===== config.mk =====
export PLATFORM = sky130hd
export DESIGN_NAME = mmio_bus_arbiter_flat
export DESIGN_NICKNAME = d
export VERILOG_FILES = /design/src/rtl/mmio_bus_arbiter_if.sv /design/src/rtl/mmio_bus_arbiter.sv /design/src/flat_wrapper.sv
export SDC_FILE = /design/constraint.sdc
export NUM_CORES = 1
export LEC_CHECK = 0
export ABC_AREA = 1
export BUFFER_PORTS_ARGS = -buffer_cell sky130_fd_sc_hd__buf_2
export CAP_MARGIN = 30
export CORE_AREA = 8 8 129 131
export DETAILED_ROUTE_END_ITERATION = 12
export DIE_AREA = 0 0 137 139
export GPL_TIMING_DRIVEN = 0
export PLACE_DENSITY = 0.76
export SYNTH_ARGS = -nofsm -noshare
export SYNTH_HDL_FRONTEND = slang
export SYNTH_SLANG_ARGS = --single-unit

===== constraint.sdc =====
create_clock -name clk -period 9.9 [get_ports clk]
set_clock_uncertainty 0.2 [all_clocks]
set_input_delay 1.485 -clock clk [delete_from_list [all_inputs] [get_ports clk]]
set_output_delay 1.485 -clock clk [all_outputs]
set_load 0.03 [all_outputs]

===== src/rtl/mmio_bus_arbiter_if.sv =====
// Bundle of the arbiter's master-side request/response signals and its
// slave-side command/read-data signals.
//   slave  : the arbiter's own view (accepts master requests, drives slaves)
//   master : the surrounding environment (bus masters plus memory slaves)
interface mmio_bus_arbiter_if;
  // Master 0 request/response
  logic        m0_req;
  logic        m0_we;
  logic [31:0] m0_addr;
  logic [31:0] m0_wdata;
  logic [3:0]  m0_mask;
  logic        m0_gnt;
  logic        m0_rvalid;
  logic [31:0] m0_rdata;
  logic        m0_err;

  // Master 1 request/response
  logic        m1_req;
  logic        m1_we;
  logic [31:0] m1_addr;
  logic [31:0] m1_wdata;
  logic [3:0]  m1_mask;
  logic        m1_gnt;
  logic        m1_rvalid;
  logic [31:0] m1_rdata;
  logic        m1_err;

  // Shared slave command and per-region read data
  logic [31:0] s_addr;
  logic [31:0] s_wdata;
  logic [3:0]  s_mask;
  logic        s_we;
  logic        bram_sel;
  logic        gpio_sel;
  logic [31:0] bram_rdata;
  logic [31:0] gpio_rdata;

  modport slave (
    input  m0_req, m0_we, m0_addr, m0_wdata, m0_mask,
    output m0_gnt, m0_rvalid, m0_rdata, m0_err,
    input  m1_req, m1_we, m1_addr, m1_wdata, m1_mask,
    output m1_gnt, m1_rvalid, m1_rdata, m1_err,
    output s_addr, s_wdata, s_mask, s_we, bram_sel, gpio_sel,
    input  bram_rdata, gpio_rdata
  );

  modport master (
    output m0_req, m0_we, m0_addr, m0_wdata, m0_mask,
    input  m0_gnt, m0_rvalid, m0_rdata, m0_err,
    output m1_req, m1_we, m1_addr, m1_wdata, m1_mask,
    input  m1_gnt, m1_rvalid, m1_rdata, m1_err,
    input  s_addr, s_wdata, s_mask, s_we, bram_sel, gpio_sel,
    output bram_rdata, gpio_rdata
  );
endinterface


===== src/rtl/mmio_bus_arbiter.sv =====
// Two-master MMIO arbiter in front of a BRAM region and a GPIO region.
// Each transfer takes three cycles: IDLE (sample requests), ACCESS (grant
// pulse, command on the slave bus), RESP (rvalid pulse with read data or
// error). Addresses outside both regions complete with err=1 and never
// reach a slave.
// Optional feature: define ARB_ROUND_ROBIN_EN to alternate between masters
// on simultaneous requests; without it master 0 wins every tie.
module mmio_bus_arbiter #(
  parameter logic [31:0] BRAM_BASE = 32'h0000_0000,
  parameter logic [31:0] BRAM_TOP  = 32'h0000_07FF,
  parameter logic [31:0] GPIO_BASE = 32'hFFFF_FFF0,
  parameter logic [31:0] GPIO_TOP  = 32'hFFFF_FFF3
) (
  input  logic               clk,
  input  logic               reset,
  mmio_bus_arbiter_if.slave  bus
);

  typedef enum logic [1:0] {
    IDLE   = 2'd0,
    ACCESS = 2'd1,
    RESP   = 2'd2
  } state_t;

  typedef enum logic [1:0] {
    REG_NONE = 2'd0,
    REG_BRAM = 2'd1,
    REG_GPIO = 2'd2
  } region_t;

  // Offset form keeps inclusive bounds correct even when a base is zero.
  function automatic region_t decode(input logic [31:0] addr);
    region_t r;
    r = REG_NONE;
    if ((addr - BRAM_BASE) <= (BRAM_TOP - BRAM_BASE)) begin
      r = REG_BRAM;
    end else if ((addr - GPIO_BASE) <= (GPIO_TOP - GPIO_BASE)) begin
      r = REG_GPIO;
    end
    return r;
  endfunction

  state_t      state_q;
  state_t      state_d;
  logic        any_req;
  logic        win_m1;
  logic        win_we;
  logic [31:0] win_addr;
  logic [31:0] win_wdata;
  logic [3:0]  win_mask;
  logic        accept;

  // Command captured when a request is accepted in IDLE
  logic        id_p1;
  logic        we_p1;
  logic [31:0] addr_p1;
  logic [31:0] wdata_p1;
  logic [3:0]  mask_p1;
  region_t     region_p1;
  logic [31:0] resp_data;

`ifdef ARB_ROUND_ROBIN_EN
  logic        last_m1;

  // Remember who was granted last; reset says m1 so m0 wins the first tie.
  always_ff @(posedge clk or posedge reset) begin
    if (reset) begin
      last_m1 <= 1'b1;
    end else if (accept) begin
      last_m1 <= win_m1;
    end
  end
`endif

  // Pick the winner among current requesters and mux its command.
  always_comb begin
    any_req = bus.m0_req | bus.m1_req;
`ifdef ARB_ROUND_ROBIN_EN
    if (bus.m0_req && bus.m1_req) begin
      win_m1 = ~last_m1;
    end else begin
      win_m1 = bus.m1_req;
    end
`else
    win_m1 = bus.m1_req & ~bus.m0_req;
`endif
    win_we    = win_m1 ? bus.m1_we    : bus.m0_we;
    win_addr  = win_m1 ? bus.m1_addr  : bus.m0_addr;
    win_wdata = win_m1 ? bus.m1_wdata : bus.m0_wdata;
    win_mask  = win_m1 ? bus.m1_mask  : bus.m0_mask;
    accept    = (state_q == IDLE) && any_req;
  end

  // FSM state register; reset aborts any transfer in flight.
  always_ff @(posedge clk or posedge reset) begin
    if (reset) begin
      state_q <= IDLE;
    end else begin
      state_q <= state_d;
    end
  end

  // Next-state: IDLE waits for a request, then ACCESS and RESP run one cycle each.
  always_comb begin
    state_d = state_q;
    case (state_q)
      IDLE:    if (any_req) state_d = ACCESS;
      ACCESS:  state_d = RESP;
      RESP:    state_d = IDLE;
      default: state_d = IDLE;
    endcase
  end

  // Hold the accepted command stable through ACCESS and RESP; outputs are
  // gated by state so these data registers need no reset.
  always_ff @(posedge clk) begin
    if (accept) begin
      id_p1     <= win_m1;
      we_p1     <= win_we;
      addr_p1   <= win_addr;
      wdata_p1  <= win_wdata;
      mask_p1   <= win_mask;
      region_p1 <= decode(win_addr);
    end
  end

  // Drive slave command in ACCESS and the response in RESP; zero otherwise.
  always_comb begin
    bus.s_addr    = '0;
    bus.s_wdata   = '0;
    bus.s_mask    = '0;
    bus.s_we      = 1'b0;
    bus.bram_sel  = 1'b0;
    bus.gpio_sel  = 1'b0;
    bus.m0_gnt    = 1'b0;
    bus.m1_gnt    = 1'b0;
    bus.m0_rvalid = 1'b0;
    bus.m1_rvalid = 1'b0;
    bus.m0_rdata  = '0;
    bus.m1_rdata  = '0;
    bus.m0_err    = 1'b0;
    bus.m1_err    = 1'b0;
    resp_data     = '0;
    case (state_q)
      ACCESS: begin
        bus.s_addr   = addr_p1;
        bus.s_wdata  = wdata_p1;
        bus.s_mask   = mask_p1;
        bus.bram_sel = (region_p1 == REG_BRAM);
        bus.gpio_sel = (region_p1 == REG_GPIO);
        bus.s_we     = we_p1 && (region_p1 != REG_NONE);
        bus.m0_gnt   = ~id_p1;
        bus.m1_gnt   = id_p1;
      end
      RESP: begin
        if (!we_p1) begin
          if (region_p1 == REG_BRAM) begin
            resp_data = bus.bram_rdata;
          end else if (region_p1 == REG_GPIO) begin
            resp_data = bus.gpio_rdata;
          end
        end
        if (id_p1) begin
          bus.m1_rvalid = 1'b1;
          bus.m1_rdata  = resp_data;
          bus.m1_err    = (region_p1 == REG_NONE);
        end else begin
          bus.m0_rvalid = 1'b1;
          bus.m0_rdata  = resp_data;
          bus.m0_err    = (region_p1 == REG_NONE);
        end
      end
      default: ;
    endcase
  end

endmodule


===== src/flat_wrapper.sv =====
// flat-port wrapper written by rule: the top's interface ports become plain ports
module mmio_bus_arbiter_flat 
#(
  parameter logic [31:0] BRAM_BASE = 32'h0000_0000,
  parameter logic [31:0] BRAM_TOP  = 32'h0000_07FF,
  parameter logic [31:0] GPIO_BASE = 32'hFFFF_FFF0,
  parameter logic [31:0] GPIO_TOP  = 32'hFFFF_FFF3
)
  (clk, reset, bus_m0_req, bus_m0_we, bus_m0_addr, bus_m0_wdata, bus_m0_mask, bus_m0_gnt, bus_m0_rvalid, bus_m0_rdata, bus_m0_err, bus_m1_req, bus_m1_we, bus_m1_addr, bus_m1_wdata, bus_m1_mask, bus_m1_gnt, bus_m1_rvalid, bus_m1_rdata, bus_m1_err, bus_s_addr, bus_s_wdata, bus_s_mask, bus_s_we, bus_bram_sel, bus_gpio_sel, bus_bram_rdata, bus_gpio_rdata);
  mmio_bus_arbiter_if bus_i ();
  input  logic clk;
  input  logic reset;
  input wire logic [$bits(bus_i.m0_req)-1:0] bus_m0_req;
  input wire logic [$bits(bus_i.m0_we)-1:0] bus_m0_we;
  input wire logic [$bits(bus_i.m0_addr)-1:0] bus_m0_addr;
  input wire logic [$bits(bus_i.m0_wdata)-1:0] bus_m0_wdata;
  input wire logic [$bits(bus_i.m0_mask)-1:0] bus_m0_mask;
  output wire logic [$bits(bus_i.m0_gnt)-1:0] bus_m0_gnt;
  output wire logic [$bits(bus_i.m0_rvalid)-1:0] bus_m0_rvalid;
  output wire logic [$bits(bus_i.m0_rdata)-1:0] bus_m0_rdata;
  output wire logic [$bits(bus_i.m0_err)-1:0] bus_m0_err;
  input wire logic [$bits(bus_i.m1_req)-1:0] bus_m1_req;
  input wire logic [$bits(bus_i.m1_we)-1:0] bus_m1_we;
  input wire logic [$bits(bus_i.m1_addr)-1:0] bus_m1_addr;
  input wire logic [$bits(bus_i.m1_wdata)-1:0] bus_m1_wdata;
  input wire logic [$bits(bus_i.m1_mask)-1:0] bus_m1_mask;
  output wire logic [$bits(bus_i.m1_gnt)-1:0] bus_m1_gnt;
  output wire logic [$bits(bus_i.m1_rvalid)-1:0] bus_m1_rvalid;
  output wire logic [$bits(bus_i.m1_rdata)-1:0] bus_m1_rdata;
  output wire logic [$bits(bus_i.m1_err)-1:0] bus_m1_err;
  output wire logic [$bits(bus_i.s_addr)-1:0] bus_s_addr;
  output wire logic [$bits(bus_i.s_wdata)-1:0] bus_s_wdata;
  output wire logic [$bits(bus_i.s_mask)-1:0] bus_s_mask;
  output wire logic [$bits(bus_i.s_we)-1:0] bus_s_we;
  output wire logic [$bits(bus_i.bram_sel)-1:0] bus_bram_sel;
  output wire logic [$bits(bus_i.gpio_sel)-1:0] bus_gpio_sel;
  input wire logic [$bits(bus_i.bram_rdata)-1:0] bus_bram_rdata;
  input wire logic [$bits(bus_i.gpio_rdata)-1:0] bus_gpio_rdata;
  assign bus_i.m0_req = bus_m0_req;
  assign bus_i.m0_we = bus_m0_we;
  assign bus_i.m0_addr = bus_m0_addr;
  assign bus_i.m0_wdata = bus_m0_wdata;
  assign bus_i.m0_mask = bus_m0_mask;
  assign bus_m0_gnt = bus_i.m0_gnt;
  assign bus_m0_rvalid = bus_i.m0_rvalid;
  assign bus_m0_rdata = bus_i.m0_rdata;
  assign bus_m0_err = bus_i.m0_err;
  assign bus_i.m1_req = bus_m1_req;
  assign bus_i.m1_we = bus_m1_we;
  assign bus_i.m1_addr = bus_m1_addr;
  assign bus_i.m1_wdata = bus_m1_wdata;
  assign bus_i.m1_mask = bus_m1_mask;
  assign bus_m1_gnt = bus_i.m1_gnt;
  assign bus_m1_rvalid = bus_i.m1_rvalid;
  assign bus_m1_rdata = bus_i.m1_rdata;
  assign bus_m1_err = bus_i.m1_err;
  assign bus_s_addr = bus_i.s_addr;
  assign bus_s_wdata = bus_i.s_wdata;
  assign bus_s_mask = bus_i.s_mask;
  assign bus_s_we = bus_i.s_we;
  assign bus_bram_sel = bus_i.bram_sel;
  assign bus_gpio_sel = bus_i.gpio_sel;
  assign bus_i.bram_rdata = bus_bram_rdata;
  assign bus_i.gpio_rdata = bus_gpio_rdata;
  mmio_bus_arbiter #(.BRAM_BASE(BRAM_BASE), .BRAM_TOP(BRAM_TOP), .GPIO_BASE(GPIO_BASE), .GPIO_TOP(GPIO_TOP)) u_core (.clk(clk), .reset(reset), .bus(bus_i));
endmodule

-- Word-level counts from Yosys, hierarchy flattened
Index checks and enable logic that the tools add are counted.
- latch bits: 0
- output and inout bits: 141
- input port bits: 206
- bits in writable memories: 0
- register bits after elaboration: 74
- logic and storage cells: 54
- memory bits (read-only): 0
- memories kept: 0
- equality and inequality tests: 5
- bitwise operators: 4
- multipliers: 0
- shifts and indexed selects: 0
- reduce and logical (&&, ||, !) cells: 5
- multiplexer cells: 30
- magnitude comparators: 2
- add/sub/neg operators: 1
- divide/modulo/power cells: 0
- operator list (cell ; number):
    32-bit 2-to-1 mux ; 11
    32-bit by 11-bit less-or-equal comparator with 1-bit output, second input constant ; 1
    32-bit by 2-bit less-or-equal comparator with 1-bit output, second input constant ; 1
    32-bit subtractor, second input constant ; 1
    1-bit 2-to-1 mux ; 14
    4-bit 2-to-1 mux ; 2
    2-bit by 1-bit equality test with 1-bit output, second input constant ; 2
    2-bit equality test, second input constant ; 2
    2-bit logical NOT ; 2
    2-bit 2-to-1 mux ; 2
    2-bit one-hot mux with 2 select lines ; 1
    1-bit logical AND ; 2
    2-bit by 1-bit inequality test with 1-bit output, second input constant ; 1
    1-bit NOT ; 2
    2-bit nonzero test ; 1
    1-bit AND ; 1
    1-bit bitwise OR ; 1

-- Depth between registers and ports, before layout
- depth in word-level cells: 6
- gate-level depth with buffers: 17
- depth with buffers taken out: 16

-- Worst setup path before layout
Ideal clock, no wire load.
- path kind: in2reg
- start: input port bus_m1_req
- end: register u_core.addr_p1[0] (enable)
- library setup time: 0.610 ns
- stages: 3
- setup slack: 2.067 ns
- buffers on the path: 1
- arrival time: 7.024 ns
- required time: 9.090 ns
- cell sequence: buf_6 -> inv_2 -> a211oi_1
- longest elaborated chain between the ends: 2
- RTL lines (what ; line ; text):
    start: declaration ; flat_wrapper.sv:22 ; input wire logic [$bits(bus_i.m1_req)-1:0] bus_m1_req;
    1-bit bitwise OR ; mmio_bus_arbiter.sv:77 ; any_req = bus.m0_req | bus.m1_req;
    1-bit logical AND ; mmio_bus_arbiter.sv:91 ; accept = (state_q == IDLE) && any_req;
    named net u_core.accept ; mmio_bus_arbiter.sv:51 ; logic accept;
    end signal: assignment ; mmio_bus_arbiter.sv:120 ; addr_p1 <= win_addr;
    end: declaration ; mmio_bus_arbiter.sv:56 ; logic [31:0] addr_p1;
The timed path passes the listed nets, and every way through them passes these cells.
A chain may end at the register's enable or synchronous reset.

-- Worst setup path in the final report
- start: input port bus_bram_rdata[0]
- end: output port bus_m1_rdata[0]
- longest elaborated chain between the ends: 4
- RTL lines (what ; line ; text):
    start: declaration ; flat_wrapper.sv:37 ; input wire logic [$bits(bus_i.bram_rdata)-1:0] bus_bram_rdata;
    32-bit 2-to-1 mux ; mmio_bus_arbiter.sv:157 ; if (region_p1 == REG_BRAM) begin
    32-bit 2-to-1 mux ; mmio_bus_arbiter.sv:156 ; if (!we_p1) begin
    32-bit 2-to-1 mux ; mmio_bus_arbiter.sv:163 ; if (id_p1) begin
    32-bit 2-to-1 mux ; mmio_bus_arbiter.sv:144 ; case (state_q)
    end: declaration ; flat_wrapper.sv:29 ; output wire logic [$bits(bus_i.m1_rdata)-1:0] bus_m1_rdata;
Every way passes these cells.

==> summary.md <==
The core region is 14750 sq um. The worst path uses 39.24% of the clock period. Dividing total power by cell area gives a power density of 208.2 nW/um^2. For the number of remaining DRC errors, the log shows 0.

Setup repair after global routing left no endpoint under its margin. Based on the critical path, the design can be clocked at up to 0.2574 GHz. Setup violations remaining at the end of the flow were counted as 0. In the global route stage, met2 resource usage came out at 46.56%. The global routing stage identified its most utilized layer as met2. Measured against the total synthesized area, the mux share comes to 0%.

For the final global-route overflow total, the log shows 0. Post-synthesis share of cell area spent on full adders, half adders and majority gates: 0%. The number of port buffers was 345; the I/O pin total was 347. The die covers 19040 sq um.

The fraction of final layout cells sized beyond drive strength 1 is 32.53%. For the number of fill cells, the log shows 1469. Once the floorplan was initialized, standard cells occupied 42.00% of the core.

The number of cells produced by synthesis is 996. For this run, the detailed router's first-pass iteration total came to 5. The post-cts hold buffer count came out at 0. Compared with the post-synthesis result, the final layout area differs by 38.93%.

The per-instance average area after synthesis came out at 6.221 sq um. Dividing the detail-routed via count by the number of cells gives 4.804. Routability-driven placement finished with a final weighted congestion of 0.9159. The slew at the pin closest to its max-slew limit is 0.7867 ns.

Once placement finished, the instance area stood at 8267 sq um. The run finished with clean final reports. The run gives 0 as the number of endpoints with negative hold slack in the final report. Once routing completed, OpenROAD measured the worst setup slack at 6.015 ns.

The analysis attributes to cell leakage a power of 4.859 nW. The tools report the total wirelength of the detailed-routed design as 25.24 mm. Yosys mapped a number of flops with a built-in enable equal to 72. After synthesis, flip-flops and latches occupy 35.70% of the total area.

Data on the critical path is required at its endpoint by 8.22 ns. In this run the worst path has a maximum fanout of 2. At the later pin of the worst-skew pair, clock insertion delay measures 0.32 ns. The final route contains 7460 vias. The logs give 47.39% for the relative max-transition margin and 4.819% for the global routing met3 resource utilization. The number of clock buffers added by TritonCTS is 9. The floorplan step set the die width to 137 um. The die is 139 um tall. The run gives 1.792 mW as the total power of the final layout. The logs give 16 for the pin count of the biggest net entering global routing and 534 for the number of violations reported at the end of detailed-routing iteration 0. The clock tree synthesis step divided the H-tree into 3 levels. In this run the cell area of the synthesized design comes to 6196 sq um.

The global-route wire length before repair is 38.05 mm. The tools report the post-CTS setup repair buffer count as 0. Classification of the worst setup path: input pin to output port. For the peak supply drop, the log shows 0.1112 mV. The main flop type after synthesis was edfxtp_1.

After floorplanning, the core was divided into 45 placement rows. The number of global-route vias before repair was 7212. The run gives 32 as the number of distinct library cells after synthesis. The final critical path time including I/O delays and setup came out at 3.885 ns. The number of max-slew violations in the final report is 0. The buffer cell driving the clock tree root was clkbuf_16. Worst hold path class: register to register. Yosys printed 0 warnings. The compound-gate portion of the synthesized area is 1.171%, and the quantity of gates resized following cts is 0.

The synthesized flop and latch total was 74. The combinational family with the most area after synthesis was simple AND/OR/NAND/NOR gates. The routed length per placed instance was 16.25 um; the total of max-cap violations was 0. Once layout is done, the placed cells without fillers occupy 8608 sq um. Global routing used 27.44% of the available met1 tracks.

The overall global routing resource usage was 25.47%; the simple logic cell fraction of the synthesized area was 51.25%. The net count of the mapped netlist came out at 1202. The remaining antenna violation count after routing was 0. The pre-CTS setup slack was 5.996 ns. CTS saw 74 sinks. TritonCTS built the clock tree.

After synthesis, the share of flip-flops with an asynchronous set or reset is 2.703%. The endpoint kind of the worst setup timing path was an output port. The nature of the critical path startpoint is an input pin. The clock passes through at most 2 buffers.

Number of antenna violations at the first check in global routing: 3. The clock transition at the registers of the reported paths is 0.05 ns. The tools report the count of nets after finishing as 1563. At the worst endpoint, the arrival time is 2.20 ns. The synthesized netlist devotes 0% of its cell area to XOR and XNOR gates.

The logs give 0 ns for the setup TNS after final layout and 21.06 mm for the detailed-placement wirelength estimate.
## final timing paths
check,start,end,slack [ns],cells after the start
min in group asynchronous,reset,u_core.state_q[0]$_DFFE_PP0P_,0.80,2
min reg2reg,u_core.state_q[0]$_DFFE_PP0P_,u_core.state_q[0]$_DFFE_PP0P_,0.35,1
max reg2reg,u_core.state_q[0]$_DFFE_PP0P_,u_core.region_p1[0]$_SDFFCE_PP1P_,7.72,4
min,u_core.state_q[0]$_DFFE_PP0P_,u_core.state_q[0]$_DFFE_PP0P_,0.35,1
max,bus_bram_rdata[0],bus_m1_rdata[0],6.02,6
max in group asynchronous,reset,u_core.state_q[1]$_DFFE_PP0P_,8.59,2
## layout make-up
class	count	area (sq um)	area share, %
flip-flops and latches	74	2212	25.70
plain buffers	50	264.0	3.067
repair buffers	350	1823	21.18
clock inverters	6	105.1	1.221
inverters	125	471.7	5.480
clock buffers	10	229.0	2.660
multi-input cells	747	3261	37.88
well taps	188	235.2	2.733
diodes	3	7.507	0.08721
## placed cells by master, fill, tap and decap left out, drive strengths merged, types with 3 or more instances in the layout
master | Yosys | layout
nand2 | 396 | 396
buf | 22 | 372
nor2 | 214 | 214
inv | 124 | 124
nand3 | 108 | 108
edfxtp | 72 | 72
clkbuf | 28 | 38
o21ai | 8 | 8
nand3b | 6 | 6
nor3 | 4 | 4
nand4 | 4 | 4
diode | 0 | 3
clkinv | 1 | 3
bufinv | 0 | 3
## registers in the layout, summed over array words and instances (netlist names)
name,flops
u_core.addr_p1,32
u_core.wdata_p1,32
u_core.mask_p1,4
u_core.region_p1,2
u_core.state_q,2
u_core.id_p1,1
u_core.we_p1,1
## layer usage
metal | vias to the layer above | share of wire (%)
met3 | 49 | 7.5
met1 | 3319 | 37
li1 | 3784 | -
met4 | 0 | 3.3
met5 | - | 0
met2 | 308 | 52
## through the flow
step	hold WS [ns]	util, %	instances
final	0.3514	58.35	1553
after CTS	0.3625	58.30	1550
after global routing	0.3880	58.35	1553
after global placement	0.2505	55.30	1529
after floorplan	0.2346	-	996
after detailed placement	0.3508	56.04	1534
## cells in the mapped netlist (2+ instances only)
library cell / instances / area share, %
o21ai_0: 6 / 0.48
inv_1: 120 / 7.3
buf_6: 5 / 0.91
nor2_4: 6 / 1.1
dfrtp_1: 2 / 0.81
a21oi_1: 2 / 0.16
buf_2: 3 / 0.24
nand3_1: 107 / 8.6
o21ai_1: 2 / 0.16
buf_1: 10 / 0.61
nor2_2: 10 / 1.0
nand4_1: 4 / 0.40
nand2_1: 351 / 21
a211oi_1: 2 / 0.24
buf_4: 2 / 0.24
nor2_1: 198 / 12
nand2_4: 7 / 1.3
nand3b_1: 6 / 0.73
edfxtp_1: 72 / 35
nor3_1: 4 / 0.32
clkbuf_1: 28 / 1.7
nand2_2: 37 / 3.7
inv_2: 3 / 0.18
## report_power, final
| part | internal [mW] | leakage (nW) | switching [mW] | total, mW |
|---|---|---|---|---|
| Combinational | 0.251 | 3.98 | 0.669 | 0.920 |
| Clock | 0.244 | 0.158 | 0.122 | 0.367 |
| Sequential | 0.476 | 0.720 | 0.0298 | 0.506 |
## critical path: stages
cell and delay, ns:
buf_2 0.10, nand3_1 0.07, nand2_1 0.08, nand2_1 0.06, nor2_1 0.16, buf_2 0.23
## logic make-up (layout without fill, tap and decap cells)
kind of cell	after synthesis	in the layout
AOI/OAI and AO/OA	13	13
buffers and inverters	175	541
DFF	74	74
other	0	3
and+or+nand+nor	734	734
Power figures use the tool's default switching activity.
